<file path="src/rtl/rv_enc_pkg.sv">
`default_nettype none
// ============================================================================
// Module   : rv_enc_pkg
// Brief    : Operation codes, RV32I field constants and the field-to-word
//            encode function shared by the instruction encoder.
// Revision : 1.0 - initial release
// ============================================================================
package rv_enc_pkg;

    typedef enum logic [4:0] {
        OP_ADD   = 5'd0,
        OP_SUB   = 5'd1,
        OP_SLL   = 5'd2,
        OP_SLT   = 5'd3,
        OP_SLTU  = 5'd4,
        OP_XOR   = 5'd5,
        OP_SRL   = 5'd6,
        OP_SRA   = 5'd7,
        OP_OR    = 5'd8,
        OP_AND   = 5'd9,
        OP_ADDI  = 5'd10,
        OP_SLTI  = 5'd11,
        OP_SLTIU = 5'd12,
        OP_XORI  = 5'd13,
        OP_ORI   = 5'd14,
        OP_ANDI  = 5'd15,
        OP_SLLI  = 5'd16,
        OP_SRLI  = 5'd17,
        OP_SRAI  = 5'd18
    } op_e;

    localparam logic [6:0]  OPC_RTYPE = 7'b0110011;
    localparam logic [6:0]  OPC_ITYPE = 7'b0010011;

    localparam logic [2:0]  F3_ADD  = 3'b000;
    localparam logic [2:0]  F3_SLL  = 3'b001;
    localparam logic [2:0]  F3_SLT  = 3'b010;
    localparam logic [2:0]  F3_SLTU = 3'b011;
    localparam logic [2:0]  F3_XOR  = 3'b100;
    localparam logic [2:0]  F3_SR   = 3'b101;
    localparam logic [2:0]  F3_OR   = 3'b110;
    localparam logic [2:0]  F3_AND  = 3'b111;

    localparam logic [6:0]  F7_BASE = 7'b0000000;
    localparam logic [6:0]  F7_ALT  = 7'b0100000;

    localparam logic [31:0] NOP_WORD = 32'h00000013;

    function automatic logic op_is_legal(input logic [4:0] op);
        return op <= OP_SRAI;
    endfunction

    function automatic logic op_is_alu_imm(input logic [4:0] op);
        return (op >= OP_ADDI) && (op <= OP_ANDI);
    endfunction

    function automatic logic op_is_shift_imm(input logic [4:0] op);
        return (op >= OP_SLLI) && (op <= OP_SRAI);
    endfunction

    // Unknown operations fall through to NOP so the consumer never sees garbage.
    function automatic logic [31:0] encode_word(
        input logic [4:0]  op,
        input logic [4:0]  rd,
        input logic [4:0]  rs1,
        input logic [4:0]  rs2,
        input logic [31:0] imm
    );
        logic [31:0] word;
        word = NOP_WORD;
        case (op)
            OP_ADD:   word = {F7_BASE, rs2, rs1, F3_ADD,  rd, OPC_RTYPE};
            OP_SUB:   word = {F7_ALT,  rs2, rs1, F3_ADD,  rd, OPC_RTYPE};
            OP_SLL:   word = {F7_BASE, rs2, rs1, F3_SLL,  rd, OPC_RTYPE};
            OP_SLT:   word = {F7_BASE, rs2, rs1, F3_SLT,  rd, OPC_RTYPE};
            OP_SLTU:  word = {F7_BASE, rs2, rs1, F3_SLTU, rd, OPC_RTYPE};
            OP_XOR:   word = {F7_BASE, rs2, rs1, F3_XOR,  rd, OPC_RTYPE};
            OP_SRL:   word = {F7_BASE, rs2, rs1, F3_SR,   rd, OPC_RTYPE};
            OP_SRA:   word = {F7_ALT,  rs2, rs1, F3_SR,   rd, OPC_RTYPE};
            OP_OR:    word = {F7_BASE, rs2, rs1, F3_OR,   rd, OPC_RTYPE};
            OP_AND:   word = {F7_BASE, rs2, rs1, F3_AND,  rd, OPC_RTYPE};
            OP_ADDI:  word = {imm[11:0], rs1, F3_ADD,  rd, OPC_ITYPE};
            OP_SLTI:  word = {imm[11:0], rs1, F3_SLT,  rd, OPC_ITYPE};
            OP_SLTIU: word = {imm[11:0], rs1, F3_SLTU, rd, OPC_ITYPE};
            OP_XORI:  word = {imm[11:0], rs1, F3_XOR,  rd, OPC_ITYPE};
            OP_ORI:   word = {imm[11:0], rs1, F3_OR,   rd, OPC_ITYPE};
            OP_ANDI:  word = {imm[11:0], rs1, F3_AND,  rd, OPC_ITYPE};
            OP_SLLI:  word = {F7_BASE, imm[4:0], rs1, F3_SLL, rd, OPC_ITYPE};
            OP_SRLI:  word = {F7_BASE, imm[4:0], rs1, F3_SR,  rd, OPC_ITYPE};
            OP_SRAI:  word = {F7_ALT,  imm[4:0], rs1, F3_SR,  rd, OPC_ITYPE};
            default:  word = NOP_WORD;
        endcase
        return word;
    endfunction

endpackage
`default_nettype wire

</file>
<file path="src/rtl/sync_fifo.sv">
`default_nettype none
// ============================================================================
// Module   : sync_fifo
// Brief    : Single-clock FIFO with occupancy count; the read port shows the
//            head word combinationally and reads as zero when empty.
// Revision : 1.0 - initial release
// ============================================================================
module sync_fifo #(
    parameter int W     = 32,
    parameter int DEPTH = 4,
    parameter int AW    = 2
) (
    input  logic          clk,
    input  logic          reset,
    input  logic          wr_en,
    input  logic [W-1:0]  wr_data,
    output logic          full,
    input  logic          rd_en,
    output logic [W-1:0]  rd_data,
    output logic          empty,
    output logic [AW:0]   level
);

    logic [W-1:0]  r_mem [DEPTH];
    logic [AW-1:0] r_wr_ptr;
    logic [AW-1:0] r_rd_ptr;
    logic [AW:0]   r_level;
    logic          w_wr;
    logic          w_rd;

    assign full    = (r_level == (AW+1)'(DEPTH));
    assign empty   = (r_level == '0);
    assign level   = r_level;
    assign w_wr    = wr_en && !full;
    assign w_rd    = rd_en && !empty;
    assign rd_data = empty ? '0 : r_mem[r_rd_ptr];

    always_ff @(posedge clk) begin
        if (w_wr) begin
            r_mem[r_wr_ptr] <= wr_data;
        end
    end

    // Pointers rely on natural AW-bit wrap, hence DEPTH must be a power of two.
    always_ff @(posedge clk) begin
        if (reset) begin
            r_wr_ptr <= '0;
            r_rd_ptr <= '0;
            r_level  <= '0;
        end else begin
            if (w_wr) begin
                r_wr_ptr <= r_wr_ptr + 1'b1;
            end
            if (w_rd) begin
                r_rd_ptr <= r_rd_ptr + 1'b1;
            end
            case ({w_wr, w_rd})
                2'b10:   r_level <= r_level + 1'b1;
                2'b01:   r_level <= r_level - 1'b1;
                default: r_level <= r_level;
            endcase
        end
    end

endmodule
`default_nettype wire

</file>
<file path="src/rtl/instr_encoder.sv">
`default_nettype none
// ============================================================================
// Module   : instr_encoder
// Brief    : Encodes RV32I ALU/ALU-immediate field bundles into instruction
//            words and buffers them in a FIFO. Define INSTR_ENC_IMM_CHECK_EN
//            to range-check immediates (err_imm); otherwise they are truncated.
// Revision : 1.0 - initial release
// ============================================================================
module instr_encoder
    import rv_enc_pkg::*;
#(
    parameter int DEPTH = 4,
    parameter int AW    = 2
) (
    input  logic          clk,
    input  logic          reset,
    input  logic          in_valid,
    output logic          in_ready,
    input  logic [4:0]    in_op,
    input  logic [4:0]    in_rd,
    input  logic [4:0]    in_rs1,
    input  logic [4:0]    in_rs2,
    input  logic [31:0]   in_imm,
    output logic [31:0]   instruction_code,
    output logic          out_valid,
    input  logic          out_ready,
    output logic [AW:0]   level,
    output logic          err_illegal,
    output logic          err_imm
);

    logic        w_push;
    logic        w_pop;
    logic        w_full;
    logic        w_empty;
    logic        w_imm_bad;
    logic [31:0] w_word;
    logic        r_err_illegal;

    assign in_ready    = !w_full;
    assign out_valid   = !w_empty;
    assign w_push      = in_valid && in_ready;
    assign w_pop       = out_valid && out_ready;
    assign err_illegal = r_err_illegal;

`ifdef INSTR_ENC_IMM_CHECK_EN
    logic r_err_imm;

    always_comb begin
        w_imm_bad = 1'b0;
        if (op_is_alu_imm(in_op)) begin
            w_imm_bad = ($signed(in_imm) < -32'sd2048) || ($signed(in_imm) > 32'sd2047);
        end else if (op_is_shift_imm(in_op)) begin
            w_imm_bad = (in_imm > 32'd31);
        end
    end

    always_ff @(posedge clk) begin
        if (reset) begin
            r_err_imm <= 1'b0;
        end else if (w_push && w_imm_bad) begin
            r_err_imm <= 1'b1;
        end
    end

    assign err_imm = r_err_imm;
`else
    assign w_imm_bad = 1'b0;
    assign err_imm   = 1'b0;
`endif

    assign w_word = w_imm_bad ? NOP_WORD
                              : encode_word(in_op, in_rd, in_rs1, in_rs2, in_imm);

    always_ff @(posedge clk) begin
        if (reset) begin
            r_err_illegal <= 1'b0;
        end else if (w_push && !op_is_legal(in_op)) begin
            r_err_illegal <= 1'b1;
        end
    end

    sync_fifo #(
        .W     (32),
        .DEPTH (DEPTH),
        .AW    (AW)
    ) u_fifo (
        .clk     (clk),
        .reset   (reset),
        .wr_en   (w_push),
        .wr_data (w_word),
        .full    (w_full),
        .rd_en   (w_pop),
        .rd_data (instruction_code),
        .empty   (w_empty),
        .level   (level)
    );

endmodule
`default_nettype wire
</file>
<file path="config.mk">
export PLATFORM = sky130hd
export DESIGN_NAME = instr_encoder
export DESIGN_NICKNAME = d
export VERILOG_FILES = /design/src/rtl/rv_enc_pkg.sv /design/src/rtl/sync_fifo.sv /design/src/rtl/instr_encoder.sv
export SDC_FILE = /design/constraint.sdc
export NUM_CORES = 1
export LEC_CHECK = 0
export ABC_AREA = 1
export CAP_MARGIN = 20
export CORE_UTILIZATION = 40
export DETAILED_ROUTE_END_ITERATION = 10
export DONT_BUFFER_PORTS = 1
export HOLD_SLACK_MARGIN = 0.15
export PLACE_DENSITY = 0.58
export SLEW_MARGIN = 30
export SYNTH_ARGS = -nofsm -noshare
export SYNTH_HDL_FRONTEND = slang
export SYNTH_SLANG_ARGS = --single-unit
</file>
<file path="constraint.sdc">
create_clock -name clk -period 4.2 [get_ports clk]
set_clock_uncertainty 0.1 [all_clocks]
set_input_delay 0.63 -clock clk [delete_from_list [all_inputs] [get_ports clk]]
set_output_delay 0.63 -clock clk [all_outputs]
set_load 0.01 [all_outputs]
</file>
==> Word-level counts from Yosys, hierarchy flattened <==
Memories as Yosys holds them, arrays and structs flattened. A register that Yosys moved wholly into a read port is not among the register bits.
Cells that the tools add are included.
{ "op_classes": {"addsub": 4, "order_cmp": 1, "n_eq_ne": 21, "muxes": 7, "reduce_logical": 11} }
{ "op_table": {"columns": ["cell", "n"], "rows": [
  ["one-hot mux 32 bit (19 select lines)", 1],
  ["== test 5 x 4 -> 1 bit, second input constant", 8],
  ["two-way mux 32 bit", 1],
  ["== test 5 x 3 -> 1 bit, second input constant", 4],
  ["== test 5 bit, second input constant", 3],
  ["== test 5 x 2 -> 1 bit, second input constant", 2],
  ["one-hot mux 3 bit (2 select lines)", 1],
  ["== test 5 x 1 -> 1 bit, second input constant", 1],
  ["<= comparator 5 bit, second input constant", 1],
  ["logical AND 1 bit", 5],
  ["logical NOT 5 bit", 1],
  ["adder 2 x 1 -> 2 bit, second input constant", 2],
  ["two-way mux 2 bit", 2],
  ["adder 3 x 1 -> 3 bit, second input constant", 1],
  ["== test 3 bit, second input constant", 1],
  ["logical NOT 1 bit", 3],
  ["logical NOT 3 bit", 1],
  ["subtractor 3 x 1 -> 3 bit, second input constant", 1],
  ["== test 2 x 1 -> 1 bit, second input constant", 1],
  ["== test 2 bit, second input constant", 1],
  ["two-way mux 1 bit", 2],
  ["nonzero test 2 bit", 1]
]} }
{ "totals": {"ff_bits": 8, "ramBits": 128, "inputBits": 56, "out_inout_bits": 39, "mem_count": 1} }
{ "mem_list": {"columns": ["memory", "depth", "word_bits", "read_ports", "rd_clocked_by_memory_dff", "write_ports", "line", "source"], "rows": [
  ["u_fifo.r_mem", 4, 32, 1, 1, 1, "sync_fifo.sv:24", "logic [W-1:0] r_mem [DEPTH];"]
]} }

==> Longest topological paths before layout <==
Gate-level depths: netlist (run 1).
{ "depth": {"depth_word": 6, "depth_mapped": 10, "depth_no_buf": 10} }

==> Hierarchy <==
A second synthesis (run 1) with hierarchy kept.
{ "hier_totals": {"cells_unflattened": 558, "area_unflattened_um2": 6138.4} }
{ "by_module_without_submodules": {"columns": ["module", "instances", "cells_per_inst", "area_each_um2"], "rows": [
  ["sync_fifo", 1, 447, 5510.3],
  ["instr_encoder", 1, 111, 628.1]
]} }

==> Worst setup path before layout (run 1) <==
Ideal clock, no wire load.
{ "synth_path": {"kind": "register -> register", "from": "reg u_fifo.r_level[0] (netlist: u_fifo.level[0])", "to": "mem u_fifo.r_mem[0][10] (enable)", "setup_ps": 409, "arrival_time_ps": 1964, "path_slack_ps": 1727, "stages_incl_launch_ff": 5, "n_path_buf": 0, "cell_sequence": "dfxtp_1 inv_1 nand3_1 nand2_1 nor2_1"} }
{ "synth_between": {"elab_chain_len": 6} }
{ "synth_rtl": {"columns": ["element", "line", "source"], "rows": [
  ["start: declaration", "sync_fifo.sv:27", "logic [AW:0] r_level;"],
  ["start signal: assignment", "sync_fifo.sv:58", "2'b10: r_level <= r_level + 1'b1;"],
  ["start signal: assignment", "sync_fifo.sv:59", "2'b01: r_level <= r_level - 1'b1;"],
  ["start signal: assignment", "sync_fifo.sv:60", "default: r_level <= r_level;"],
  ["== test 3 bit (*)", "sync_fifo.sv:31", "assign full = (r_level == (AW+1)'(DEPTH));"],
  ["logical NOT 1 bit (*)", "instr_encoder.sv:40", "assign in_ready = !w_full;"],
  ["named net in_ready", "instr_encoder.sv:18", "output logic in_ready,"],
  ["logical AND 1 bit", "instr_encoder.sv:42", "assign w_push = in_valid && in_ready;"],
  ["logical AND 1 bit (*)", "sync_fifo.sv:34", "assign w_wr = wr_en && !full;"],
  ["two-way mux 1 bit (*)", "sync_fifo.sv:39", "if (w_wr) begin"],
  ["two-way mux 1 bit (not written as such) (*)", "sync_fifo.sv:40", "r_mem[r_wr_ptr] <= wr_data;"],
  ["end: declaration", "sync_fifo.sv:24", null]
]} }
The timed path passes the listed nets; every way through them passes the cells marked *.

==> results of run 1 <==
-- flip-flops by register name (all words and copies together) (netlist names), named ones only --
| signal | cells |
|---|---|
| err_illegal | 1 |
| u_fifo.level | 3 |
| u_fifo.r_mem | 104 |
| u_fifo.r_rd_ptr | 2 |
| u_fifo.r_wr_ptr | 2 |
-- report_power, final --
part | internal [mW] | switching [mW] | leakage [nW]
logic | 0.213 | 0.655 | 0.835
registers | 1.38 | 0.0641 | 1.06
clock network | 0.985 | 0.481 | 0.290
-- worst min path at each step --
stage / to / slack, ns / cells past startpoint
finish: u_fifo.r_wr_ptr[0]$_SDFFE_PP0P_ / 0.19 / 1
global route: u_fifo.r_wr_ptr[0]$_SDFFE_PP0P_ / 0.17 / 1
CTS: u_fifo.r_wr_ptr[0]$_SDFFE_PP0P_ / 0.17 / 1
detailed placement: u_fifo.r_wr_ptr[0]$_SDFFE_PP0P_ / 0.40 / 2
global placement: u_fifo.r_wr_ptr[0]$_SDFFE_PP0P_ / 0.39 / 2
floorplan: flop / 0.38 / 2
-- worst max-delay path, cell delays in order (launching register included) --
cell	delay (ns)
dfxtp_2	0.42
inv_2	0.61
o21ai_0	0.21
a21oi_1	0.35
-- layout make-up --
| type | instances | area [um2] | share of cell area |
|---|---|---|---|
| clock buffers | 17 | 425 | 0.0731 |
| clock inverters | 15 | 190 | 0.0327 |
| repair buffers | 8 | 60.1 | 0.0103 |
| inverters | 34 | 128 | 0.0219 |
| multi-input cells | 317 | 1480 | 0.255 |
| flip-flops and latches | 114 | 3320 | 0.571 |
| well taps | 168 | 210 | 0.0361 |
-- cells in the final DEF (no fill, tap or decap) --
cell type	instances
a21oi_1	33
ha_1	5
nor2_2	9
and2_1	6
inv_1	31
inv_2	3
bufinv_16	4
nand2_1	41
nor2_1	135
clkinv_1	2
nand3_1	8
nor3_1	4
nand3_2	3
dfxtp_1	9
nor2_4	1
nand2_2	3
clkbuf_16	17
o21ai_1	9
o21ai_0	47
clkinv_4	1
dfxtp_2	1
fa_1	1
o211ai_1	1
a211oi_1	2
nor3b_1	3
inv_6	1
clkinvlp_4	4
nor3_2	1
clkinv_2	3
conb_1	4
xor2_1	1
edfxtp_1	104
buf_4	8
-- through the flow --
stage | power [mW] | instance area (um2)
after floorplan | 2.16 | 5060
after global placement | 2.33 | 5200
after detailed placement | 2.35 | 5200
after CTS | 3.82 | 5820
after global routing | 3.99 | 5820
final | 3.78 | 5820
-- routing by layer --
layer	routed length (um)	global-route usage	vias to the layer above
met5	0	0	-
met4	129	0.0693	0
met3	572	0.0535	11
met2	5050	0.282	80
met1	4750	0.216	1556
li1	-	-	1646
-- cells by family (layout without fill, tap and decap cells) --
group	after synthesis	after routing	synth area share
adders and majority gates	6	6	0.0163
AOI/OAI and AO/OA	92	92	0.0926
buffers and inverters	62	74	0.0545
xor gates and xnor gates	1	1	0.00173
other	1	4	0.000742
DFF	114	114	0.658
and+or+nand+nor	214	214	0.177
==> flow_metrics.py, run 1 <==
metrics = {
    "outcome": {
        "status": "completed",
    },
    "clocking": {
        "cts_setup_buffers": 0,
        "ctsLongestPathBuffers": 2,
        "htreeDepth": 4,
        "path_clk_slew_ns": 0.05,
        "root_buffer": "clkbuf_16",
        "clk_latency_ns": 0.40,
        "postCtsHoldBufs": 0,
        "tritoncts": "yes",
        "numClockSinks": 114,
        "cts_resized": 0,
        "cts_inserted_buffers": 17,
    },
    "detailed_routing": {
        "routedWlPerCell_um": 15.6,
        "ant_nets": 0,
        "viasPerCell": 4.89,
        "routed_wl_um": 10500,
        "drt_iter0_drc": 294,
        "firstDrtPassIters": 6,
        "vias": 3293,
        "drc": 0,
    },
    "timing": {
        "worst_pin_slew_ns": 0.782,
        "relSlewSlack": 0.478,
        "period_share": 0.656,
        "holdWs_ns": 0.191,
        "finalCriticalPeriod_ns": 2.76,
        "setup_violations": 0,
        "drv_slew": 0,
        "max_freq_ghz": 0.363,
        "fin_setup_tns_ns": 0,
        "final_hold_viol_count": 0,
        "rsz0062_at_grt": "false",
        "setup_ws_ns": 1.44,
    },
    "yosys": {
        "synth_edf_count": 104,
        "syn_avg_cell_area_um2": 10.3,
        "synthArstFlopShare": 0,
        "synth_cells": 490,
        "ys_warn_count": 0,
        "synth_top_area_frac": 0.618,
        "synth_area_um2": 5050,
        "ys_seq_area_frac": 0.658,
        "synth_commonest_cells": "nor2_1, edfxtp_1, o21ai_0",
        "yosysMostFrequentCell": "nor2_1",
        "synth_cell_types": 26,
        "synth_ff_type": "edfxtp_1",
        "synth.top_cells.by_area": "edfxtp_1, nor2_1, o21ai_0, dfxtp_1, a21oi_1",
        "synth_top_area_cell": "edfxtp_1",
        "yosys_register_bits": 114,
    },
    "global_route": {
        "grt_overflow": 0,
        "grt_antenna_before_repair": 0,
        "grt_pass1_vias": 3182,
        "grtUsageTotal": 0.174,
        "grt_pass1_wl_um": 16600,
        "grt_max_degree": 53,
    },
    "placement": {
        "place.port_buffers": 0,
        "hpwl_um": 6150,
        "gp_congestion": 0.864,
        "dp.cells": 641,
        "pre_cts_ws_ns": 1.84,
    },
    "finish": {
        "layout-drive-gt1-share": 0.117,
        "fin_util": 0.478,
        "areaGrowthSynthToFinish_pct": 15.2,
        "nets": 554,
        "diodes": 0,
        "fillers": 1098,
        "instances_no_fill": 673,
    },
    "worst_setup_path": {
        "endpoint_kind": "output pin",
        "crit_required_ns": 3.47,
        "cp.arrival_ns": 2.03,
        "critPathCapture": "instruction_code[18]",
        "start_kind": "flop",
        "r2r-start": "u_fifo.level[2]$_SDFFE_PP0P_",
        "critPathKind": "flop to output pin",
        "ff2ff_setup_slack_ns": 1.86,
        "critPathMaxFanout": 52,
        "rr_worst_depth": 10,
        "reg2reg_to": "u_fifo.level[2]$_SDFFE_PP0P_",
    },
    "die": {
        "die_y_um": 114,
        "die_area_um2": 13100,
        "initial_core_util": 0.416,
        "ioPinCount": 95,
        "die_w_um": 114,
        "core_area_um2": 12200,
        "rows": 40,
    },
    "pwr": {
        "cellLeakagePower_nw": 2.18,
        "ir_drop_uv": 270,
        "power_density_nw_per_um2": 649,
    },
    "hold_path": {
        "hold_path_class": "primary input to flop",
        "worstHoldStart": "reset",
    },
    "run": {
        "cap_violations": 0,
    },
}
Power figures use the tool's default switching activity.
==> run 2: changes to the inputs <==
--- a/config.mk
+++ b/config.mk
@@ -11,7 +11,7 @@
 export DETAILED_ROUTE_END_ITERATION = 10
 export DONT_BUFFER_PORTS = 1
 export HOLD_SLACK_MARGIN = 0.15
-export PLACE_DENSITY = 0.58
+export PLACE_DENSITY = 0.6
 export SLEW_MARGIN = 30
 export SYNTH_ARGS = -nofsm -noshare
 export SYNTH_HDL_FRONTEND = slang
==> constraint.sdc (replaced) <==
create_clock -name clk -period 2.2 [get_ports clk]
set_clock_uncertainty 0.1 [all_clocks]
set_input_delay 0.33 -clock clk [delete_from_list [all_inputs] [get_ports clk]]
set_output_delay 0.33 -clock clk [all_outputs]
set_load 0.01 [all_outputs]
==> run 2 against run 1 <==
Against the previous run:
- non-clock buffer count is 59 higher
- clock-buffer cell count is 3 higher
- register-to-register slack worse by 1.7 ns
- sequential share of layout area decreased by 5.0 points
- global-route usage increased by 1.9 points
- flip-flop and latch count unchanged
- utilization increased by 4.6 points
- highest routed layer unchanged
==> flow_metrics.py, run 2 (synthesis results as in run 1) <==
metrics = {
    "finish": {
        "fillers": 1050,
        "areaGrowthSynthToFinish_pct": 26.1,
        "diodes": 0,
        "regMostFlops": "u_fifo.r_mem",
        "fin_util": 0.524,
        "instances_no_fill": 731,
        "layout-drive-gt1-share": 0.153,
        "largest_reg_flops": 104,
        "seq_area_um2": 3320,
        "final_cell_mix": "nor2_1, edfxtp_1, o21ai_0, nand2_1, buf_4",
        "nets": 613,
        "layout_commonest_cell": "nor2_1",
        "multiInputGateArea_um2": 1480,
    },
    "pwr": {
        "power_frac_seq": 0.358,
        "switching_power_mw": 2.36,
        "power_density_nw_per_um2": 1210,
        "cellLeakagePower_nw": 2.48,
        "ir_drop_uv": 549,
        "combPwrFrac": 0.285,
        "clkPwrFrac": 0.357,
        "netSwitchingFraction": 0.307,
        "p_int_mw": 5.33,
    },
    "hold_path": {
        "worstHoldStart": "in_imm[10]",
        "hold_path_end": "u_fifo.r_mem[2][30]$_DFFE_PP_",
        "whs_path_depth": 2,
        "hold_path_class": "primary input to flop",
    },
    "global_route": {
        "grt_overflow": 0,
        "grt_pass1_vias": 3735,
        "grt_max_degree": 39,
        "grt_pass1_wl_um": 18500,
        "grt_antenna_before_repair": 0,
        "grtUsageTotal": 0.193,
    },
    "die": {
        "ioPinCount": 95,
        "initial_core_util": 0.416,
        "core_area_um2": 12200,
        "die_w_um": 114,
        "die_area_um2": 13100,
        "rows": 40,
        "die_y_um": 114,
    },
    "worst_setup_path": {
        "start_kind": "flop",
        "endpoint_kind": "output pin",
        "critPathKind": "flop to output pin",
        "crit_required_ns": 1.77,
        "reg2reg_to": "u_fifo.level[2]$_SDFFE_PP0P_",
        "ff2ff_setup_slack_ns": 0.12,
        "critPathMaxFanout": 26,
        "rr_worst_depth": 8,
        "r2r-start": "u_fifo.level[0]$_SDFFE_PP0P_",
        "cp.arrival_ns": 1.70,
    },
    "timing": {
        "setup_violations": 0,
        "period_share": 0.968,
        "rsz0062_at_grt": "true",
        "max_freq_ghz": 0.470,
        "holdWs_ns": 0.181,
        "drv_slew": 0,
        "finalCriticalPeriod_ns": 2.13,
        "final_hold_viol_count": 0,
    },
    "detailed_routing": {
        "firstDrtPassIters": 4,
        "dr_wl_met2_um": 6020,
        "drt_iter0_drc": 203,
        "vias": 3595,
        "top_layer": "met4",
        "viasPerCell": 4.92,
        "drc": 0,
        "routedWlPerCell_um": 15.6,
        "route.met3.wl_um": 597,
        "routed_wl_um": 11400,
        "wl_met1_um": 4650,
        "ant_nets": 0,
    },
    "clocking": {
        "cts_inserted_buffers": 17,
        "clk_latency_ns": 0.40,
        "root_buffer": "clkbuf_16",
        "numClockSinks": 114,
        "tritoncts": "yes",
        "htreeDepth": 4,
        "cts_setup_buffers": 0,
        "path_clk_slew_ns": 0.05,
        "ctsLongestPathBuffers": 2,
    },
    "run": {
        "cap_violations": 0,
    },
    "placement": {
        "gp_congestion": 0.862,
        "place.port_buffers": 0,
        "dp.cells": 671,
        "hpwl_um": 6940,
    },
    "outcome": {
        "status": "completed",
    },
}
[run 2: worst max path at each step]
stage | slack [ns] | start | end | cells past startpoint
2_1_floorplan | -0.27 | u_fifo.level[0]$_SDFFE_PP0P_ | u_fifo.r_mem[0][10]$_DFFE_PP_ | 4
6_report | 0.07 | flop | instruction_code[5] | 6
3_3_place_gp | 0.20 | u_fifo.level[2]$_SDFFE_PP0P_ | u_fifo.level[2]$_SDFFE_PP0P_ | 9
4_1_cts | -0.01 | flop | instruction_code[5] | 6
3_5_place_dp | 0.17 | u_fifo.level[0]$_SDFFE_PP0P_ | u_fifo.level[2]$_SDFFE_PP0P_ | 9
5_1_grt | -0.05 | u_fifo.level[0]$_SDFFE_PP0P_ | u_fifo.level[2]$_SDFFE_PP0P_ | 9
[run 2: metrics by stage]
step | cell area [um2] | setup TNS (ns) | setup slack, ns | power (mW)
after floorplan | 5060 | -28.42 | -0.273 | 4.12
after global placement | 5450 | 0 | 0.197 | 4.85
after detailed placement | 5450 | 0 | 0.167 | 4.90
after CTS | 6340 | -0.0127 | -0.0123 | 7.73
after global routing | 6370 | -0.247 | -0.0505 | 8.11
final | 6370 | 0 | 0.0712 | 7.69
[run 2: worst max-delay path, cell delays in order (launching register included)]
cell     delay (ns)
dfxtp_2        0.42
buf_12         0.20
nor2_1         0.08
nor2_1         0.12
o21ai_0        0.11
a21oi_1        0.21
buf_4          0.16
[run 2: routing by layer]
| metal | vias up | GRT usage |
|---|---|---|
| met5 | - | 0 |
| met1 | 1716 | 0.215 |
| met2 | 102 | 0.337 |
| met3 | 10 | 0.0572 |
| li1 | 1767 | - |
| met4 | 0 | 0.0926 |
[run 2: layout make-up]
class / count / share of cell area
Sequential cell: 114 / 0.522
Multi-Input combinational cell: 317 / 0.232
Timing Repair Buffer: 67 / 0.0982
Clock buffer: 20 / 0.0685
Tap cell: 168 / 0.0330
Clock inverter: 11 / 0.0255
Inverter: 34 / 0.0208
[run 2: power groups by stage]
stage | Sequential (mW) | Clock [mW] | Combinational [mW]
3_5_place_dp | 2.78 | 0 | 2.12
5_1_grt | 2.78 | 2.89 | 2.44
3_3_place_gp | 2.77 | 0 | 2.08
4_1_cts | 2.74 | 2.80 | 2.19
2_1_floorplan | 2.75 | 0 | 1.37
6_report | 2.75 | 2.74 | 2.19
[run 2: timing repair]
action                                  CTS  global route
endpoints found under the setup margin    2            17
endpoints found under the hold margin    98             0
resized for setup                         0            10
hold buffers                             29             0
pin swaps                                 0             1
==> run 3: changes to the inputs <==
--- a/config.mk
+++ b/config.mk
@@ -12,6 +12,7 @@
 export DONT_BUFFER_PORTS = 1
 export HOLD_SLACK_MARGIN = 0.15
 export PLACE_DENSITY = 0.6
+export REMOVE_ABC_BUFFERS = 1
 export SLEW_MARGIN = 30
 export SYNTH_ARGS = -nofsm -noshare
 export SYNTH_HDL_FRONTEND = slang
==> run 3 against run 2 <==
Against the previous run:
- die area unchanged
- first-iteration DRC count up 17%
- global-route usage down 1.6 points
- final area down 0.82%
- cell count unchanged
- sequential share of layout area up 0.47 points
- combinational power down 4%
- clock power down 4%
- critical path depth down 2
- utilization down 0.43 points
==> flow_metrics.py, run 3 (synthesis results as in run 1) <==
metrics = {
    "outcome": {
        "status": "completed",
    },
    "detailed_routing": {
        "routedWlPerCell_um": 14.8,
        "ant_nets": 0,
        "drc": 0,
        "routed_wl_um": 10800,
        "vias": 3562,
        "viasPerCell": 4.87,
        "drt_iter0_drc": 237,
        "firstDrtPassIters": 4,
    },
    "clocking": {
        "htreeDepth": 4,
        "path_clk_slew_ns": 0.05,
        "ctsLongestPathBuffers": 2,
        "tritoncts": "yes",
        "root_buffer": "clkbuf_16",
        "numClockSinks": 114,
        "cts_inserted_buffers": 17,
        "cts_setup_buffers": 0,
        "clk_latency_ns": 0.40,
    },
    "global_route": {
        "grt_overflow": 0,
        "grt_pass1_vias": 3381,
        "grtUsageTotal": 0.177,
        "grt_pass1_wl_um": 17000,
        "grt_max_degree": 37,
        "grt_antenna_before_repair": 0,
    },
    "run": {
        "cap_violations": 0,
    },
    "pwr": {
        "ir_drop_uv": 559,
        "power_frac_seq": 0.368,
        "p_int_mw": 5.16,
        "clkPwrFrac": 0.352,
        "cellLeakagePower_nw": 2.46,
        "switching_power_mw": 2.34,
        "netSwitchingFraction": 0.312,
        "power_density_nw_per_um2": 1190,
        "combPwrFrac": 0.280,
    },
    "timing": {
        "rsz0062_at_grt": "false",
        "fin_setup_tns_ns": 0,
        "holdWs_ns": 0.203,
        "max_freq_ghz": 0.479,
        "final_hold_viol_count": 0,
        "setup_violations": 0,
        "period_share": 0.949,
        "finalCriticalPeriod_ns": 2.09,
        "drv_slew": 0,
    },
    "finish": {
        "layout_commonest_cell": "nor2_1",
        "largest_reg_flops": 104,
        "nets": 612,
        "areaGrowthSynthToFinish_pct": 25.1,
        "fin_util": 0.520,
        "layout-drive-gt1-share": 0.153,
        "final_cell_mix": "nor2_1, edfxtp_1, o21ai_0, nand2_1, a21oi_1",
        "fillers": 1095,
        "diodes": 0,
        "regMostFlops": "u_fifo.r_mem",
    },
    "worst_setup_path": {
        "endpoint_kind": "output pin",
        "critPathMaxFanout": 28,
        "start_kind": "flop",
        "ff2ff_setup_slack_ns": 0.24,
        "max_stage_delay_ns": 0.37,
        "cp_num_buf_inv": 2,
        "crit_path_top_delay_cell": "dfxtp_1",
        "crit_required_ns": 1.77,
        "path_cells": "nor3_2 -> buf_6 -> a21oi_1 -> buf_4",
        "cp.arrival_ns": 1.66,
        "path_delay_family": "buffers and inverters",
        "critPathKind": "flop to output pin",
    },
    "placement": {
        "place.port_buffers": 0,
        "hpwl_um": 6650,
        "gp_congestion": 0.854,
    },
    "die": {
        "die_w_um": 114,
        "die_y_um": 114,
        "initial_core_util": 0.416,
        "ioPinCount": 95,
        "die_area_um2": 13100,
        "rows": 40,
        "core_area_um2": 12200,
    },
    "hold_path": {
        "hold_path_class": "primary input to flop",
    },
}
==> run 3: cell types whose count changed in the layout (fill, tap and decap cells not counted), sizes merged <==
cell and delta:
clkbuf -1, dlygate4sd3 +1, buf -2, clkinv +3
bufinv -1
==> run 3: final timing paths <==
check        cells after the start                               to                            start
max                              4             instruction_code[22]     u_fifo.level[2]$_SDFFE_PP0P_
min                              3  u_fifo.r_wr_ptr[1]$_SDFFE_PP0P_                         in_valid
max reg2reg                     10     u_fifo.level[2]$_SDFFE_PP0P_     u_fifo.level[0]$_SDFFE_PP0P_
min reg2reg                      2  u_fifo.r_wr_ptr[0]$_SDFFE_PP0P_  u_fifo.r_wr_ptr[0]$_SDFFE_PP0P_
==> run 3: per-layer routing <==
metal,wire [um],part of all wire,up-vias,GRT usage
met5,0,0,-,0
li1,-,-,1763,-
met2,5240,0.48,99,0.292
met4,167,0.015,0,0.0762
met3,479,0.044,17,0.0439
met1,4950,0.46,1683,0.221
==> run 3: power groups by stage <==
| stage | logic (mW) | clock network, mW | registers, mW |
|---|---|---|---|
| 2_1_floorplan | 1.13 | 0 | 2.83 |
| 3_3_place_gp | 2.03 | 0 | 2.79 |
| 3_5_place_dp | 2.06 | 0 | 2.80 |
| 4_1_cts | 2.13 | 2.67 | 2.76 |
| 5_1_grt | 2.35 | 2.77 | 2.78 |
| 6_report | 2.10 | 2.64 | 2.76 |
==> run 3: final cells by class <==
type                            count  area [um2]  area share
Inverter                           34         130      0.0206
Tap cell                          168         210      0.0333
Sequential cell                   114        3330       0.526
Clock buffer                       19         433      0.0685
Multi-Input combinational cell    317        1480       0.235
Timing Repair Buffer               66         594      0.0940
Clock inverter                     13         143      0.0226
==> run 3: through the flow <==
| step | instances | power [mW] | cell area, um2 | setup slack [ns] |
|---|---|---|---|---|
| 6_report | 731 | 7.50 | 6320 | 0.112 |
| 5_1_grt | 731 | 7.91 | 6320 | 0.00312 |
| 4_1_cts | 731 | 7.56 | 6310 | 0.0181 |
| 3_5_place_dp | 669 | 4.86 | 5430 | 0.198 |
| 3_3_place_gp | 669 | 4.82 | 5430 | 0.191 |
| 2_1_floorplan | 465 | 3.97 | 4920 | -1.07 |
==> run 3: what timing repair did <==
item,4_1_cts,5_1_grt
endpoints found under the hold margin,102,0
resized for setup,2,5
endpoints found under the setup margin,9,21
hold buffers,30,0
==> run 3: worst register-to-register path, stage by stage, from the launching register on <==
cell and delay, ns:
dfxtp_1 0.36, inv_1 0.14, nand3_1 0.12, nand2_1 0.11, ha_1 0.15, inv_1 0.07
fa_1 0.38, a21oi_1 0.14, o21ai_0 0.11, nand2_1 0.06, nor3b_1 0.15
==> patch 1 (flow settings as in run 2) <==
Register the output `err_illegal` once more, without a reset; this adds one clock of latency there. The other outputs are not delayed to match.
--- a/src/rtl/instr_encoder.sv
+++ b/src/rtl/instr_encoder.sv
@@ -41,7 +41,9 @@
     assign out_valid   = !w_empty;
     assign w_push      = in_valid && in_ready;
     assign w_pop       = out_valid && out_ready;
-    assign err_illegal = r_err_illegal;
+    always_ff @(posedge clk) begin
+        err_illegal <= r_err_illegal;
+    end
 
 `ifdef INSTR_ENC_IMM_CHECK_EN
     logic r_err_imm;
Formal check against the unedited RTL: not equivalent (a bounded check fails within 4 cycles, from zero or initial values and one cycle with reset high).
==> patch 1 against run 2 <==
Sequential cell count is 1 higher; die area grew 0.39%; non-clock buffer count grew 5; area after synthesis increased by 0.40%; setup slack better by 0.037 ns; final area grew 1.8%; routed wire length fell by 5.3%; total power rose by 1.2%.
==> patch 1: results (changes against run 2) <==
The static leakage power is 2.51 nW (was 2.48 nW). The maximum fanout encountered on the critical timing path came to 14 (was 26). The startpoint of the most critical register-to-register path is u_fifo.level[1] (was u_fifo.level[0]). The total of hold buffers inserted after clock tree synthesis came to 30 (was 29). The startpoint of the worst hold path is in_valid (was in_imm[10]). Outcome: complete, no violations (unchanged). The data arrival time of the worst path is 1.66 ns (was 1.70 ns). The post-detailed-route via-to-cell ratio is 4.83 (was 4.92). The depth of the worst register-to-register path is 9 (was 8). The number of nets in the finished design is 619 (was 613). The wire length on met1 came out at 4720 microns (was 4650 microns). Leading post-synthesis cells by cell area: edfxtp_1, nor2_1, o21ai_0, dfxtp_1, a21oi_1 (unchanged). The detailed-routed wire length on met3 is 625 microns (was 597 microns). The total of cells resized after clock tree synthesis came to 4 (was 0). The cell count of the worst hold path is 3 (was 2). The first-pass iteration count of the detailed router came out at 5 (was 4). The number of inserted filler cells in the final layout is 1126 (was 1050). The number of cells in the design after placement is 673 (was 671). The cell area after placement is 5520 sq um (was 5450 sq um). The global-route track usage on met2 came out at 0.301 (was 0.337). The tightest hold margin is 0.176 ns (was 0.181 ns). The worst vdd rail ir drop came out at 661 uV (was 549 uV). The wire length per cell after detailed routing is 14.7 microns (was 15.6 microns). The synthesized instance count is 491 (was 490). The areal power density over the cells came out at 1200 nW/um^2 (was 1210 nW/um^2). The layout cell share with drive strength beyond 1 was 0.177 (was 0.153).

The count of routing violations after the opening detailed-route iteration is 249 (was 203). The critical path's top delay family is buffers and inverters (was flip-flops).
patch 1: cell count changes in the layout (fill, tap and decap cells not counted), sizes merged:
cell,run 2,this run
clkinvlp,2,6
dfxtp,10,11
clkbuf,20,19
bufinv,4,3
dlygate4sd3,29,30
clkinv,5,4
inv,34,35
buf,38,41
patch 1: cell type report:
cell class | instances | share of cell area
clock buffers | 18 | 0.0662
clock inverters | 14 | 0.0251
inverters | 34 | 0.0204
multi-input cells | 317 | 0.230
flip-flops and latches | 115 | 0.516
well taps | 168 | 0.0324
repair buffers | 72 | 0.109
patch 1: cells by family after synthesis:
logic type | count (synthesis) | synth area share
other | 1 | 0.000739
XOR/XNOR | 1 | 0.00173
flip-flops | 115 | 0.659
AO/OA/AOI/OAI | 92 | 0.0922
adder cells (fa/ha/maj) | 6 | 0.0163
AND/OR/NAND/NOR | 214 | 0.176
buffers and inverters | 62 | 0.0543
==> patch 2 (settings of run 2) <==
Made on the original files. The option `INSTR_ENC_IMM_CHECK_EN` is turned on by a define.
--- a/src/rtl/instr_encoder.sv
+++ b/src/rtl/instr_encoder.sv
@@ -6,6 +6,8 @@
 //            to range-check immediates (err_imm); otherwise they are truncated.
 // Revision : 1.0 - initial release
 // ============================================================================
+`define INSTR_ENC_IMM_CHECK_EN
+
 module instr_encoder
     import rv_enc_pkg::*;
 #(
Formal check against the unedited RTL: not equivalent (Yosys sat finds a counterexample within 4 cycles, from zero or initial values and one cycle with reset high).
==> patch 2 against run 2 <==
Combinational power up 7%; setup slack better by 0.018 ns; routed wire length is 5.4% higher; largest cell class unchanged; final area is 2.4% higher; total power up 3.0%; sequential share of layout area decreased by 0.87 points; sequential cell count increased by 1; area after synthesis up 4.0%.
==> patch 2: results (changes against run 2) <==
The switching share of total power came out at 0.321 (was 0.307). The data arrival time of the worst path came out at 1.68 ns (was 1.70 ns). The antenna diode instance count came out at 0 (unchanged).

The multiplexer share of the synthesized area came to 0 (unchanged). The cell area after placement is 5700 sq um (was 5450 sq um). The flip-flop count of the largest register after layout came to 104 (unchanged).

Leading cell types by count after synthesis: nor2_1, edfxtp_1, o21ai_0, nand2_1, a21oi_1 (unchanged). The number of inserted filler cells in the final layout came out at 1189 (was 1050). The global-route usage over all layers came out at 0.184 (was 0.193).

The CTS buffer count is 17 (unchanged). The buffers inserted during post-CTS setup optimization came to 0 (unchanged). The maximum buffer depth of the clock tree came out at 2 (unchanged). The count of distinct cell types in the synthesized netlist came to 35 (was 26). The async set-or-reset flop fraction in the synthesized netlist came out at 0 (unchanged).

The number of buffers inserted by port buffering came out at 0 (unchanged). The maximum fanout encountered on the critical timing path was 26 (unchanged). The most frequently used flop master after synthesis is edfxtp_1 (unchanged). The sequential fraction of the synthesis area was 0.636 (was 0.658).

The xor and xnor area share after synthesis came to 0.00333 (was 0.00173). The largest net degree at the start of global routing is 53 (was 39). Clock-pin slew was measured on the worst setup and hold paths at roughly 0.06 ns. The post-synthesis share of cell area spent on full adders, half adders and majority gates was 0.0157 (was 0.0163).

The worst vdd rail ir drop was 608 uV (was 549 uV). The via count came out at 3840 (was 3595). The half-perimeter wire length of the detailed placement result is 7160 microns (was 6940 microns). The H-tree depth came out at 4 (unchanged). The first-pass iteration count of the detailed router is 4 (unchanged).

The total of hold buffers inserted after clock tree synthesis is 18 (was 29). The number of nets in the finished design was 645 (was 613). The share of the synthesized area in compound gates (AO/OA/AOI/OAI) came to 0.100 (was 0.0926). The total of cells resized after clock tree synthesis is 1 (was 0). The initial antenna violation count is 0 (unchanged). The number of synthesized flops with an enable pin is 104 (unchanged).

The count of routing violations after the opening detailed-route iteration is 246 (was 203). The clock insertion delay at the later pin of the skew report came out at 0.40 ns (about the same). The worst setup timing slack at the placement stage came to 0.213 ns (was 0.167 ns). The total length of routed wires came out at 12000 microns (was 11400 microns). The synthesis warning total is 0 (unchanged). The type of the worst min-delay path is in -> reg (unchanged). The core occupancy in the finished layout was 0.513 (was 0.524).

Leading post-synthesis cells by cell area: edfxtp_1, nor2_1, o21ai_0, dfxtp_1, nand2_1 (was edfxtp_1, nor2_1, o21ai_0, dfxtp_1, a21oi_1). The number of cells in the design after placement came out at 717 (was 671). The post-detailed-route via-to-cell ratio came out at 5.00 (was 4.92).

The synthesized instance count is 533 (was 490). The number of global-route vias before repair is 3729 (was 3735). The master cell of the clock root buffer is clkbuf_16 (unchanged). The static leakage power came out at 2.46 nW (was 2.48 nW).

The first-pass GRT wire length is 18400 microns (was 18500 microns). The weighted congestion reported at the end of routability-driven placement is 0.849 (was 0.862). The register bank with the most flops is u_fifo.r_mem (unchanged).

The worst pin sits at a relative slew slack of 0.647. The layout cell share with drive strength beyond 1 came out at 0.153 (about the same). Outcome: complete, no violations (unchanged).
## patch 2: cell count changes after synthesis, sizes merged, moves of 2 or more
cell           run 2  this run
a21oi             33        35
a31oi              0         3
and2               6         0
buf               20        13
clkbuf             8        16
nand2             44        57
nand3             11        17
nand4              0         2
nor2             145       162
o21ai             56        59
## patch 2: path summary, 6_finish.rpt
| kind | startpoint | endpoint | slack, ns | cells past startpoint |
|---|---|---|---|---|
| worst max-delay path | flip-flop | instruction_code[31] | 0.09 | 6 |
| worst min-delay path | in_rs2[3] | u_fifo.r_mem[1][23] | 0.16 | 2 |
| worst max register to register | u_fifo.level[2] | u_fifo.level[2] | 0.21 | 8 |
| worst min register to register | err_illegal | err_illegal | 0.39 | 2 |
## patch 2: area by class of cell
class,count,share of cell area
clock inverter,15,0.0278
clock buffer,17,0.0652
tap,172,0.0330
multi-input combinational,357,0.254
inverter,34,0.0203
sequential,115,0.513
timing repair buffer,58,0.0865
## patch 2: per-layer routing
metal,vias to the layer above,track usage,routed length (microns)
li1,1904,-,-
met2,139,0.298,5730
met3,12,0.0446,809
met4,0,0.0700,121
met1,1785,0.238,5380
met5,-,0,0
## patch 2: power by group through the flow
| stage | Combinational (W) | Clock (W) | Sequential [W] |
|---|---|---|---|
| 6_report | 0.00234 | 0.00277 | 0.00282 |
| 3_5_place_dp | 0.00226 | 0 | 0.00284 |
| 4_1_cts | 0.00231 | 0.00280 | 0.00280 |
| 2_1_floorplan | 0.00140 | 0 | 0.00281 |
| 3_3_place_gp | 0.00223 | 0 | 0.00284 |
| 5_1_grt | 0.00261 | 0.00289 | 0.00284 |
## patch 2: worst max-delay path, stage by stage, from the launching register on
cell     delay, ns
dfxtp_4       0.41
buf_12        0.19
nor2_1        0.07
nor2_1        0.08
o21ai_0       0.09
a21oi_1       0.26
buf_4         0.17
